**config.mk**
```make
export PLATFORM = sky130hd
export DESIGN_NAME = ex_mem_stage_buf
export DESIGN_NICKNAME = d
export VERILOG_FILES = /design/src/rtl/ex_mem_stage_buf.sv
export SDC_FILE = /design/constraint.sdc
export NUM_CORES = 1
export LEC_CHECK = 0
export ABC_CLOCK_PERIOD_IN_PS = 2700
export CELL_PAD_IN_SITES_DETAIL_PLACEMENT = 1
export CELL_PAD_IN_SITES_GLOBAL_PLACEMENT = 2
export CORE_UTILIZATION = 32
export CTS_CLUSTER_DIAMETER = 200
export CTS_CLUSTER_SIZE = 28
export DETAILED_ROUTE_END_ITERATION = 8
export PLACE_DENSITY = 0.88
export REMOVE_ABC_BUFFERS = 1
export SYNTH_ARGS = -nofsm -noshare
export SYNTH_HDL_FRONTEND = slang
export SYNTH_SLANG_ARGS = --single-unit
```
**constraint.sdc**
```tcl
create_clock -name clock -period 2.7 [get_ports clock]
set_input_delay 0.405 -clock clock [delete_from_list [all_inputs] [get_ports clock]]
set_output_delay 0.405 -clock clock [all_outputs]
set_load 0.03 [all_outputs]
```
**src/rtl/ex_mem_stage_buf.sv**
```systemverilog
// EX/MEM pipeline stage with a two-entry skid buffer, synchronous flush and a forwarding tap.
// state | meaning: EMPTY | no bundle held; ONE | main entry valid; FULL | main and skid valid.
module ex_mem_stage_buf #(
  parameter int DATA_W  = 20,
  parameter int RF_W    = 16,
  parameter int OP_W    = 4,
  parameter int INSTR_W = 20
) (
  input  logic               clock,
  input  logic               reset,
  input  logic               flush,
  input  logic               in_valid,
  output logic               in_ready,
  input  logic [OP_W-1:0]    opcode,
  input  logic [INSTR_W-1:0] instruction,
  input  logic               alu_zero,
  input  logic [DATA_W-1:0]  alu_result,
  input  logic [RF_W-1:0]    read_data2,
  output logic               out_valid,
  input  logic               out_ready,
  output logic [OP_W-1:0]    opcode_out,
  output logic [INSTR_W-1:0] instruction_out,
  output logic               alu_zero_out,
  output logic [DATA_W-1:0]  alu_result_out,
  output logic [DATA_W-1:0]  data_rf_out2,
  output logic               fwd_valid,
  output logic [DATA_W-1:0]  fwd_result
);

  typedef enum logic [1:0] {EMPTY, ONE, FULL} state_t;

  state_t               state;
  logic                 main_valid;
  logic [OP_W-1:0]      skid_opcode;
  logic [INSTR_W-1:0]   skid_instr;
  logic                 skid_zero;
  logic [DATA_W-1:0]    skid_result;
  logic [DATA_W-1:0]    skid_rd2;
  logic [DATA_W-1:0]    rd2_ext;
  logic                 accept;
  logic                 drain;

  assign rd2_ext    = DATA_W'(read_data2);
  assign accept     = in_valid & in_ready;
  assign drain      = main_valid & out_ready;
  assign out_valid  = main_valid;
  assign fwd_valid  = main_valid;
  assign fwd_result = alu_result_out;

  // in_ready is its own flop, set from the next state, so out_ready never reaches it combinationally
  always_ff @(posedge clock) begin
    if (reset || flush) begin
      state           <= EMPTY;
      main_valid      <= 1'b0;
      in_ready        <= 1'b1;
      opcode_out      <= '0;
      instruction_out <= '0;
      alu_zero_out    <= 1'b0;
      alu_result_out  <= '0;
      data_rf_out2    <= '0;
      skid_opcode     <= '0;
      skid_instr      <= '0;
      skid_zero       <= 1'b0;
      skid_result     <= '0;
      skid_rd2        <= '0;
    end else begin
      case (state)
        EMPTY: begin
          if (accept) begin
            opcode_out      <= opcode;
            instruction_out <= instruction;
            alu_zero_out    <= alu_zero;
            alu_result_out  <= alu_result;
            data_rf_out2    <= rd2_ext;
            main_valid      <= 1'b1;
            state           <= ONE;
          end
        end
        ONE: begin
          if (accept && drain) begin
            opcode_out      <= opcode;
            instruction_out <= instruction;
            alu_zero_out    <= alu_zero;
            alu_result_out  <= alu_result;
            data_rf_out2    <= rd2_ext;
          end else if (drain) begin
            main_valid <= 1'b0;
            state      <= EMPTY;
          end else if (accept) begin
            skid_opcode <= opcode;
            skid_instr  <= instruction;
            skid_zero   <= alu_zero;
            skid_result <= alu_result;
            skid_rd2    <= rd2_ext;
            in_ready    <= 1'b0;
            state       <= FULL;
          end
        end
        FULL: begin
          if (drain) begin
            opcode_out      <= skid_opcode;
            instruction_out <= skid_instr;
            alu_zero_out    <= skid_zero;
            alu_result_out  <= skid_result;
            data_rf_out2    <= skid_rd2;
            skid_opcode     <= '0;
            skid_instr      <= '0;
            skid_zero       <= 1'b0;
            skid_result     <= '0;
            skid_rd2        <= '0;
            in_ready        <= 1'b1;
            state           <= ONE;
          end
        end
        default: begin
          main_valid <= 1'b0;
          in_ready   <= 1'b1;
          state      <= EMPTY;
        end
      endcase
    end
  end

endmodule

```
Word-level counts from Yosys, hierarchy flattened
Index checks and enable logic that the tools add are counted.
{"block": "totals", "register_bits": 134, "input_bits": 66, "out_inout_bits": 88, "elab_cells": 89}
{"block": "classes", "n_eq_ne": 10, "mux": 52, "n_bitwise": 4, "n_reduce_logical": 10}
{"operator": "$mux 20", "count": 16}
{"operator": "$pmux 20 s3", "count": 3}
{"operator": "$pmux 20 s2", "count": 3}
{"operator": "$mux 4", "count": 6}
{"operator": "$ne 2x2->1 const B", "count": 7}
{"operator": "$mux 1", "count": 12}
{"operator": "$pmux 4 s3", "count": 1}
{"operator": "$reduce_and 4->1", "count": 3}
{"operator": "$mux 2", "count": 5}
{"operator": "$reduce_and 5->1", "count": 2}
{"operator": "$pmux 1 s3", "count": 3}
{"operator": "$pmux 4 s2", "count": 1}
{"operator": "$pmux 2 s3", "count": 1}
{"operator": "$ne 3x3->1 const B", "count": 1}
{"operator": "$reduce_bool 3->1", "count": 1}
{"operator": "$and 1x1->1", "count": 2}
{"operator": "$eq 2x1->1 const B", "count": 1}
{"operator": "$eq 2x2->1 const B", "count": 1}
{"operator": "$logic_not 2->1", "count": 1}
{"operator": "$not 1->1", "count": 2}
{"operator": "$pmux 1 s2", "count": 1}
{"operator": "$reduce_bool 2->1", "count": 1}
{"operator": "$logic_and 1x1->1", "count": 1}
{"operator": "$logic_or 1x1->1", "count": 1}

Depth between registers and ports, before layout
{"block": "depth", "depth_word": 5, "mapped_depth": 6, "mapped_depth_nobuf": 3}

Worst setup path after synthesis
Ideal clock, no wire load.
{"block": "synth_path", "kind": "register to register", "start": "register main_valid, in the netlist fwd_valid", "end": "register alu_result_out[0]", "t_arrival_ns": 1.398, "setup_slack_ns": 1.168, "path_stages_with_launch": 5, "path_buffers": 1, "cell_sequence": "dfxtp_1 nand4b_2 o21ai_1 buf_2 a211oi_1"}
{"block": "synth_via", "elab_chain_cells": 4, "word_cells_on_any_way": 5, "cone_classes": "eq/ne: 2; bitwise: 1; reduce/logical: 2"}
{"element": "start: declaration", "line": "33", "source": "logic main_valid;"}
{"element": "start signal: assignment", "line": "54", "source": "main_valid <= 1'b0;"}
{"element": "start signal: assignment", "line": "75", "source": "main_valid <= 1'b1;"}
{"element": "start signal: assignment", "line": "87", "source": "main_valid <= 1'b0;"}
{"element": "$and 1x1->1 *", "line": "45", "source": "assign drain = main_valid & out_ready;"}
{"element": "$logic_and 1x1->1", "line": "80", "source": "if (accept && drain) begin"}
{"element": "$ne 2x2->1 (no line)"}
{"element": "$reduce_and 4->1 (no line) *"}
{"element": "end signal: assignment", "line": "73", "source": "alu_result_out <= alu_result;"}
{"element": "end signal: assignment", "line": "84", "source": "alu_result_out <= alu_result;"}
{"element": "end signal: assignment", "line": "104", "source": "alu_result_out <= skid_result;"}
{"element": "end: declaration", "line": "24", "source": "output logic [DATA_W-1:0] alu_result_out,"}
Mark *: on every way between the ends. The rest lies on a longest branch, timed or not.
A chain may end at the register's enable or synchronous reset.

Final worst setup path
{"block": "layout_path", "start": "register main_valid, in the netlist fwd_valid", "end": "output fwd_valid"}
{"element": "end: declaration", "line": "26", "source": "output logic fwd_valid,"}
No word-level cell between the ends.

==> metrics.txt <==
cts bufs inserted 17; RSZ-0062 raised after global routing false; worst hold slack 0.471 ns; Synth area leaders dfxtp_1 (42%), mux2i_1 (20%), a211oi_1 (15%), nand3_1 (6.1%), buf_4 (3.4%); Buf/Inv on CP 1; drt pass-1 iters 4; PostCTS Resize Cnt 0; Period minus WS final 2.10 ns; post-DR vias/cell 5.35; Root Driver clkbuf_16; clock tree buffer depth 2; final instance area 8010 um^2; CP max stage cell clkdlybuf4s50_1; VDD IR max 0.000412 V; Worst Hold Depth 2; Worst Path Max Fanout 9; final hold violation count 0; sequential-to-total area share from yosys stat 41.8%; synth-to-layout area growth 32.8%; hpwl dp 11200 um; slew margin rel. 48.0%; Worst-Skew Late Latency 0.42 ns; clock sinks 126; core area 18200 um^2; GRT Total Usage 18.7%; WP data required 2.30 ns; Hold Buf Count CTS 0; nets 773; CP cell instances clkdlybuf4s50_1; Post-Route Skew 0.00828 ns; Starting DRT DRC Count 148; Die H 139 um; Crit. End Element output pin; Synth top area share 41.8%; CP max stage delay 0.75 ns; fraction of registers with async set/reset 0%; most frequently used flop master after synthesis dfxtp_1; Synth warnings 0; Post-CTS Setup Bufs 0; remaining global-route overflow 0; die area 19400 um^2; worst hold path class register to register; # DRC 0; Util after Layout 44.0%; PwrDens 643 nW/um^2; critical path arrival 1.70 ns; largest net degree at the start of global routing 125; Avg WL per Cell 18.6 um; gpl congestion 0.735; initial antenna violation count 0; antenna-violating nets left 0; H-Tree Level Count 4; Netlist Area Pre-Place 6030 um^2; number of global-route vias before repair 5598; setup violators final 0; Top delay family on crit path buffers and inverters; Cells after Synth 614; diode count 0; EDFF count, synth 0; slew at the pin closest to its max-slew limit 0.780 ns; final worst path period share 77.9%; PortBufs 149; placed cell areas 7370 um^2; routed wire length 17700 um; Final Max Slew Viols 0; first-pass GRT wire length 28900 um; critical path depth 1; CTS clk-pin slew, worst paths 0.06 ns; Chip Width 139 um; CTS tree yes; Via Count 5070; outcome finished, final reports clean; Yosys cell types 33; dominant cell type by area after synthesis dfxtp_1; share of layout cells above drive strength 1 7.65%; Setup crit start kind register; Synth Register Bits 126; critical path class register to output pin; max-capacitance violation count 0; Max Freq 475 MHz; FP Rows 49; Fin Setup TNS 0 ns; worst r2r path cells 4; Starting Density 33.1%; Avg Inst Size Synth 9.83 um^2; IO Pins 154; Leak 3.53 nW
report_power, final:
part | leakage (nW) | switching [mW] | internal (mW)
clock | 0.315 | 0.852 | 1.64
combinational | 2.20 | 0.397 | 0.312
sequential | 1.02 | 0.0403 | 1.92
total | 3.53 | 1.29 | 3.86
stage by stage:
stage | worst slack (ns) | total power [mW] | instances
2_1_floorplan | -1.41 | 2.38 | 523
3_3_place_gp | 0.554 | 2.69 | 917
3_5_place_dp | 0.406 | 2.71 | 917
4_1_cts | 0.578 | 5.20 | 948
5_1_grt | 0.535 | 5.34 | 948
6_report | 0.597 | 5.15 | 948
routing by layer:
layer	wire length, um	GRT usage [%]	up-vias
li1	-	-	2425
met1	7860	21.3	2512
met2	8830	34.0	114
met3	780	4.68	19
met4	197	5.96	0
met5	0	0	-
layout make-up:
class	instances	area (um^2)
fillers	1971	10200
multi-input cells	396	2920
flip-flops and latches	126	2520
repair buffers	165	1640
clock buffers	21	480
well taps	229	287
clock inverters	10	160
inverters	1	3.75
cell usage after synthesis (2+ instances only):
cell type and instances:
dfxtp_1 126, a21o_1 2, nand2_1 51, nand3b_1 2, buf_6 6, clkbuf_1 26, nand3_1 73, buf_2 28
buf_12 5, o21ai_0 2, a211oi_1 122, buf_4 27, a21oi_1 3, mux2i_1 122
state kept, by name (all words and copies together), names as in the netlist, 2 cells and up:
name,flops
skid_instr,20
skid_result,20
state,2
skid_rd2,16
data_rf_out2,16
alu_result_out,20
skid_opcode,4
opcode_out,4
instruction_out,20
cells in the final DEF (no fill, tap or decap), types with 2 or more instances in the layout:
master           instances
a211oi_1               122
clkbuf_8                 4
buf_12                   2
nand3_1                 73
a21o_1                   2
mux2i_1                122
o21ai_0                  2
buf_4                   14
clkbuf_16               17
conb_1                   4
dfxtp_1                126
nand2_1                 51
clkinv_4                 2
clkdlybuf4s50_1        149
nand3b_1                 2
clkinv_2                 3
a21oi_1                  3
bufinv_16                4
kinds of logic after synthesis:
kind of cell	Yosys count	synth area share, %
AOI/OAI and AO/OA	133	16.4
buffers and inverters	95	10.5
DFF	126	41.8
muxes	122	20.2
other	1	0.0622
and+or+nand+nor	137	11.0
final timing paths:
| check | startpoint | endpoint | slack [ns] |
|---|---|---|---|
| min reg2reg | skid_zero$_SDFFE_PP0P_ | skid_zero$_SDFFE_PP0P_ | 0.47 |
| min | skid_zero$_SDFFE_PP0P_ | skid_zero$_SDFFE_PP0P_ | 0.47 |
| max reg2reg | state[0]$_SDFFE_PP0P_ | data_rf_out2[3]$_SDFFE_PP0P_ | 0.82 |
| max | fwd_valid$_SDFFE_PP0P_ | fwd_valid | 0.60 |
Power figures use the tool's default switching activity.
